[config.mk]
export PLATFORM = sky130hd
export DESIGN_NAME = reg_file_alu_unit
export DESIGN_NICKNAME = d
export VERILOG_FILES = /design/src/rtl/reg_file_alu_unit.sv
export SDC_FILE = /design/constraint.sdc
export NUM_CORES = 1
export LEC_CHECK = 0
export ABC_AREA = 1
export CAP_MARGIN = 10
export CORE_UTILIZATION = 61
export CTS_CLUSTER_DIAMETER = 30
export DETAILED_ROUTE_END_ITERATION = 8
export PLACE_DENSITY = 0.81
export SLEW_MARGIN = 5
export SYNTH_ARGS = -nofsm -noshare
export SYNTH_HDL_FRONTEND = slang
export SYNTH_SLANG_ARGS = --single-unit
[constraint.sdc]
create_clock -name CLK -period 6.2 [get_ports CLK]
set_input_delay 1.24 -clock CLK [delete_from_list [all_inputs] [get_ports CLK]]
set_output_delay 1.24 -clock CLK [all_outputs]
set_load 0.03 [all_outputs]
[src/rtl/reg_file_alu_unit.sv]
// rtl/reg_file_alu_unit.sv - 16x8 register file with fused 4-function ALU and write-back
module reg_file_alu_unit #(
  parameter int DATA_W = 8,
  parameter int ADDR_W = 4
) (
  input  logic              CLK,
  input  logic              RST,
  input  logic [ADDR_W-1:0] RA1,
  input  logic [ADDR_W-1:0] RA2,
  input  logic [ADDR_W-1:0] WA,
  input  logic              write_enable,
  input  logic              ALUSrc,
  input  logic [1:0]        ALUControl,
  input  logic [DATA_W-1:0] immediate,
  output logic              Zero,
  output logic [DATA_W-1:0] cpu_out,
  output logic [DATA_W-1:0] ALUResult
);

  localparam int NREGS = 2 ** ADDR_W;

  localparam logic [1:0] ALU_AND = 2'b00;
  localparam logic [1:0] ALU_OR  = 2'b01;
  localparam logic [1:0] ALU_ADD = 2'b10;
  localparam logic [1:0] ALU_SUB = 2'b11;

  logic [DATA_W-1:0] r_regs [NREGS];

  logic [DATA_W-1:0] w_rd1;
  logic [DATA_W-1:0] w_rd2;
  logic [DATA_W-1:0] w_src_b;
  logic [DATA_W-1:0] w_result;

  // x0 is forced to zero at the read mux, so its storage slot never matters
  assign w_rd1   = (RA1 == '0) ? '0 : r_regs[RA1];
  assign w_rd2   = (RA2 == '0) ? '0 : r_regs[RA2];
  assign w_src_b = ALUSrc ? immediate : w_rd2;

  always_comb begin
    w_result = '0;
    case (ALUControl)
      ALU_AND: w_result = w_rd1 & w_src_b;
      ALU_OR:  w_result = w_rd1 | w_src_b;
      ALU_ADD: w_result = w_rd1 + w_src_b;
      ALU_SUB: w_result = w_rd1 - w_src_b;
      default: w_result = '0;
    endcase
  end

  assign ALUResult = w_result;
  assign Zero      = (w_result == '0);
  assign cpu_out   = w_rd2;

  always_ff @(posedge CLK) begin
    if (RST) begin
      for (int i = 0; i < NREGS; i++) begin
        r_regs[i] <= '0;
      end
    end else if (write_enable && (WA != '0)) begin
      r_regs[WA] <= w_result;
    end
  end

endmodule

Word-level counts from Yosys, hierarchy flattened
Memory sizes are Yosys's and may differ from the RTL's.
Index checks and enable logic that the tools add are counted.
- register bits: 0
- RAM bits: 128
- bits of input ports: 26
- output and inout port bits: 17
- word-level logic and storage cells: 27
- memories kept: 1
- memory list (memory ; depth ; bits a word ; read ports ; clocked after Yosys merged registers in ; write ports ; RTL line ; RTL):
    r_regs ; 16 ; 8 ; 2 ; 0 ; 16 ; 27 ; logic [DATA_W-1:0] r_regs [NREGS];
- add/sub/neg operators: 2
- equal/unequal tests: 3
- muxes and demuxes: 12
- bitwise logic cells: 2
- reduce and logical (&&, ||, !) cells: 7
- operators by type and width (kind ; count):
    two-way mux 8 bit ; 4
    one-hot mux 8 bit (4 select lines) ; 1
    adder 8 bit ; 1
    bitwise AND 8 bit ; 1
    logical NOT 4 bit ; 2
    logical NOT 8 bit ; 1
    OR 8 bit ; 1
    OR reduction 8 bit ; 1
    subtractor 8 bit ; 1
    two-way mux 1 bit ; 6
    equality test 2 bit, second input constant ; 2
    two-way mux 4 bit ; 1
    nonzero test 4 bit ; 1
    equality test 2 x 1 -> 1 bit, second input constant ; 1
    logical NOT 2 bit ; 1
    logical AND 1 bit ; 1

Logic depth before layout (Yosys ltp)
- depth in word-level cells: 7
- mapped depth: 31
- gate-level depth less buffers: 30

Worst setup path after synthesis
No wires, ideal clock.
- kind: input port to output port
- start: input port RA1[0]
- end: output port Zero
- arrival time: 4.859 ns
- required time: 4.960 ns
- path slack: 0.101 ns
- stages on the path: 27
- path buffers: 4
- path through: buf_4 > buf_6 > buf_2 > clkbuf_1 > o21ai_0 > o21ai_0 > a22o_1 > inv_1 > a21oi_1 > inv_1 > ha_1 > inv_1 > fa_1 > a21oi_1 > o21ai_0 > nand2_1 > nand2_1 > nand2_1 > nand2_1 > nor2_1 > nand3b_1 > nand3_1 > inv_2 > nand2_1 > nor2_1 > nand2_1 > a21oi_1
- longest elaborated chain between the ends: 5
- ends and longest elaborated chain (element ; RTL line ; RTL):
    start: declaration ; 8 ; input logic [ADDR_W-1:0] RA1,
    memory read (16 x 8 bit) / logical NOT 4 bit (equally long branches) ; -- ;
    two-way mux 8 bit * ; 35 ; assign w_rd1 = (RA1 == '0) ? '0 : r_regs[RA1];
    subtractor 8 bit (tied with other cells) ; 45 ; ALU_SUB: w_result = w_rd1 - w_src_b;
    one-hot mux 8 bit (4 select lines) * ; 41 ; case (ALUControl)
    via ALUResult[6] ; 17 ; output logic [DATA_W-1:0] ALUResult
    logical NOT 8 bit * ; 51 ; assign Zero = (w_result == '0);
    end: declaration ; 15 ; output logic Zero,
Mark *: on every way through the listed nets, which the timed path passes. The rest lies on a longest branch.

Final worst setup path
- start: input port RA2[2]
- end: output port Zero
- longest elaborated chain between the ends: 6
- ends and longest elaborated chain (element ; RTL line ; RTL):
    start: declaration ; 9 ; input logic [ADDR_W-1:0] RA2,
    memory read (16 x 8 bit) / logical NOT 4 bit (equally long branches) ; -- ;
    two-way mux 8 bit * ; 36 ; assign w_rd2 = (RA2 == '0) ? '0 : r_regs[RA2];
    two-way mux 8 bit * ; 37 ; assign w_src_b = ALUSrc ? immediate : w_rd2;
    subtractor 8 bit (tied with other cells) ; 45 ;
    one-hot mux 8 bit (4 select lines) * ; 41 ;
    logical NOT 8 bit * ; 51 ;
Mark *: on every way between the ends. The rest lies on a longest branch, timed or not.

==> key figures <==
STA
  – Final Cycle Share: 96.8%
  – Hold_ws: 1.44 ns
  – Slew @ Worst Pin: 0.662 ns
  – Post-route minimum period: 6.00 ns
  – Setup Skew: 0.00886 ns
  – Final Hold Vio Count: 0
  – Setup total negative slack: 0 ns
  – Setup violators final: 0
  – Achievable Freq: 167 MHz
  – Max Slew Vio Count: 0
  – Slew headroom: 55.7%

Route
  – Wire per inst: 18.2 um
  – Routed vias/inst: 5.67
  – Final wirelength: 26200 um
  – DR iter-0 viols: 1204
  – Drt pass-1 iters: 9
  – Post-route antenna net violation count: 0
  – DR vias: 8160
  – DRC viols: 0

Run
  – Max_cap viols: 0

Global route
  – Vias in the first global route: 7299
  – Tot GR Track Use: 36.9%
  – Initial antenna violation count: 0
  – GRT overflow: 0
  – First-pass GRT wire length: 39600 um
  – Largest net degree at the start of global routing: 96

Die
  – Core footprint: 13800 sq um
  – IO Count: 43
  – Die width: 121 um
  – Initial Util: 62.2%
  – Row count: 43
  – Die Y: 121 um
  – Die area: 14600 sq um

Clock network
  – Clk_lat worst skew: 0.42 ns
  – Clock-pin transition on the worst setup and hold timing paths: 0.06 ns
  – H-tree levels: 4
  – # hold bufs at CTS: 0
  – CTS Sinks: 128
  – TritonCTS Buffers: 17
  – TritonCTS clock tree: yes
  – Clock Path Buffers: 2
  – Clock Root Buffer: clkbuf_16

Critical path
  – CP Capture Type: output pin
  – Critical Path RT: 4.96 ns
  – Crit Path Class: primary input to output pin
  – Crit Reg-Reg Endpoint: r_regs[6][7]
  – Reg2reg start: r_regs[5][0]
  – CP Max Fanout: 6
  – Flop-to-flop setup slack: 2.29 ns
  – Worst R2R Path Depth: 28
  – WP data arrival: 4.76 ns
  – Startpoint types: primary input

Synth
  – Synth top area cells: edfxtp_1 (45%), nand2_1 (15%), inv_1 (8.2%), nor2_1 (6.7%), nand3_1 (5.6%)
  – Dominant synthesized flop cell: edfxtp_1
  – Yosys top cell area share: 44.7%
  – Syn Area/Cell: 7.31 sq um
  – Mapped cell area: 8610 sq um
  – Sequential cell area fraction in the yosys report: 44.7%
  – Leading area contributor after synthesis: edfxtp_1
  – Syn Inst Count: 1178
  – FF+latch count, synth: 128
  – Fraction of registers with async set/reset: 0%
  – Unique masters post-synth: 39
  – Post-synth EDFFs: 128
  – Ys Warns: 0

Finish
  – # diodes: 0
  – Layout area overhead: 16.7%
  – Highest-count cells in the layout ignoring fill and taps: nand2_1 (342), inv_1 (187), nor2_1 (152)
  – Fillers: 1090
  – Commonest non-fill, non-tap cell in the layout: nand2_1
  – Top reg by flops: r_regs
  – # nets final: 1284
  – Layout cells sized above 1: 11.5%
  – Top Registers: r_regs x128
  – Post-route design area: 10000 sq um
  – Max reg flops: 128

Pwr
  – Leakage power: 4.81 nW
  – PwrDens: 272 nW/um^2
  – Worst VDD drop: 290 uV

Worst hold path
  – Worst hold path depth: 9
  – Type of the tightest min-delay check: flip-flop to flip-flop
  – Worst hold start: r_regs[3][5]
  – WHS Endpoint: r_regs[13][5]

Place
  – Placed cell areas: 9340 sq um
  – I/O Buffers: 42
  – Dpl hpwl: 18300 um
  – Routability Congestion: 0.980

Status
  – Status: finished clean
[metrics by stage]
step | std cells | setup WS [ns] | power, W | util [%]
2_1_floorplan | 1185 | 0.101 | 0.00143 | -
3_3_place_gp | 1405 | -0.000195 | 0.00170 | 67.6
3_5_place_dp | 1405 | -0.0991 | 0.00170 | 67.6
4_1_cts | 1437 | 0.155 | 0.00269 | 71.9
5_1_grt | 1440 | -0.0173 | 0.00282 | 72.7
6_report | 1440 | 0.199 | 0.00273 | 72.7
[worst max-delay path: stages]
cell and delay [ns]:
clkdlybuf4s50_1 0.45, buf_4 0.19, nor2_4 0.13, buf_4 0.18, nand2_1 0.07, nand2_1 0.10, inv_1 0.06, nand2_1 0.11
nand3_1 0.10, nand2_2 0.14, inv_2 0.06, nand3_1 0.12, nand2_1 0.08, xor2_1 0.17, ha_1 0.37, a21oi_1 0.17
o21a_1 0.12, o31ai_1 0.06, buf_4 0.13, inv_1 0.05, nand2_1 0.05, nand2_1 0.07, inv_1 0.04, nand2_1 0.07
nand3_2 0.10, a21oi_2 0.19, buf_6 0.15
[cells by family (layout without fill, tap and decap cells)]
kind of cell | Yosys count | count (layout) | share of synthesized area (%)
compound gates | 157 | 157 | 10.7
xor+xnor | 5 | 5 | 0.509
other cells | 1 | 8 | 0.0436
simple gates | 619 | 619 | 29.6
flops | 128 | 128 | 44.7
buf+inv | 257 | 332 | 12.9
fa+ha+maj | 11 | 11 | 1.69
[report_power, final]
| part | total (W) | internal (W) | switching [W] |
|---|---|---|---|
| Sequential | 0.00101 | 0.000990 | 0.0000186 |
| Combinational | 0.000722 | 0.000245 | 0.000477 |
| Clock | 0.00100 | 0.000627 | 0.000375 |
| Total | 0.00273 | 0.00186 | 0.000870 |
[Yosys cell counts, types with 2 or more instances]
master    count
a21oi_1      47
nand2_1     342
xor2_1        4
or2_2         4
nor3_1        2
nor2_2       11
buf_4        11
o21ai_1       8
edfxtp_1    128
nand3_1      96
buf_2        30
ha_1         10
inv_2        13
a21boi_2      3
clkbuf_1      8
buf_6         7
nand3b_1      2
o211ai_1     27
nor2_1      153
inv_1       187
a31oi_1       2
nand2_2       4
o21ai_0      59
a21boi_0      2
o211ai_2      3
nand3_2       2
[cell type report]
class / count / area (sq um) / share of cell area, %
clock inverter: 15 / 170 / 1.69
multi-input combinational: 800 / 3720 / 37.0
inverter: 200 / 753 / 7.50
clock buffer: 17 / 425 / 4.23
sequential: 128 / 3840 / 38.3
tap: 180 / 225 / 2.24
timing repair buffer: 100 / 910 / 9.05
[repair_timing]
item	in CTS	in global routing
endpoints found under the setup margin	2	2
setup buffers	0	1
resized for setup	2	15
pin swaps	0	3
gates cloned	0	2
[worst max-delay path by stage]
stage,cells after the start,end,from,slack (ns)
after floorplan,27,Zero,RA1[0],0.10
after global placement,27,Zero,RA2[1],-0.0002
after detailed placement,27,Zero,RA2[1],-0.1
after CTS,29,Zero,RA2[3],0.15
after global routing,30,Zero,RA2[1],-0.02
final,27,Zero,RA2[2],0.20
[per-layer routing]
| metal | vias to the layer above | global-route usage (%) | part of all wire [%] | wire (um) |
|---|---|---|---|---|
| li1 | 3875 | - | - | - |
| met1 | 3648 | 52.4 | 41 | 10800 |
| met2 | 563 | 56.2 | 44 | 11600 |
| met3 | 74 | 6.46 | 11 | 2850 |
| met4 | 0 | 14.5 | 3.6 | 942 |
| met5 | - | 0 | 0 | 0 |
(Power assumes the default switching activity.)
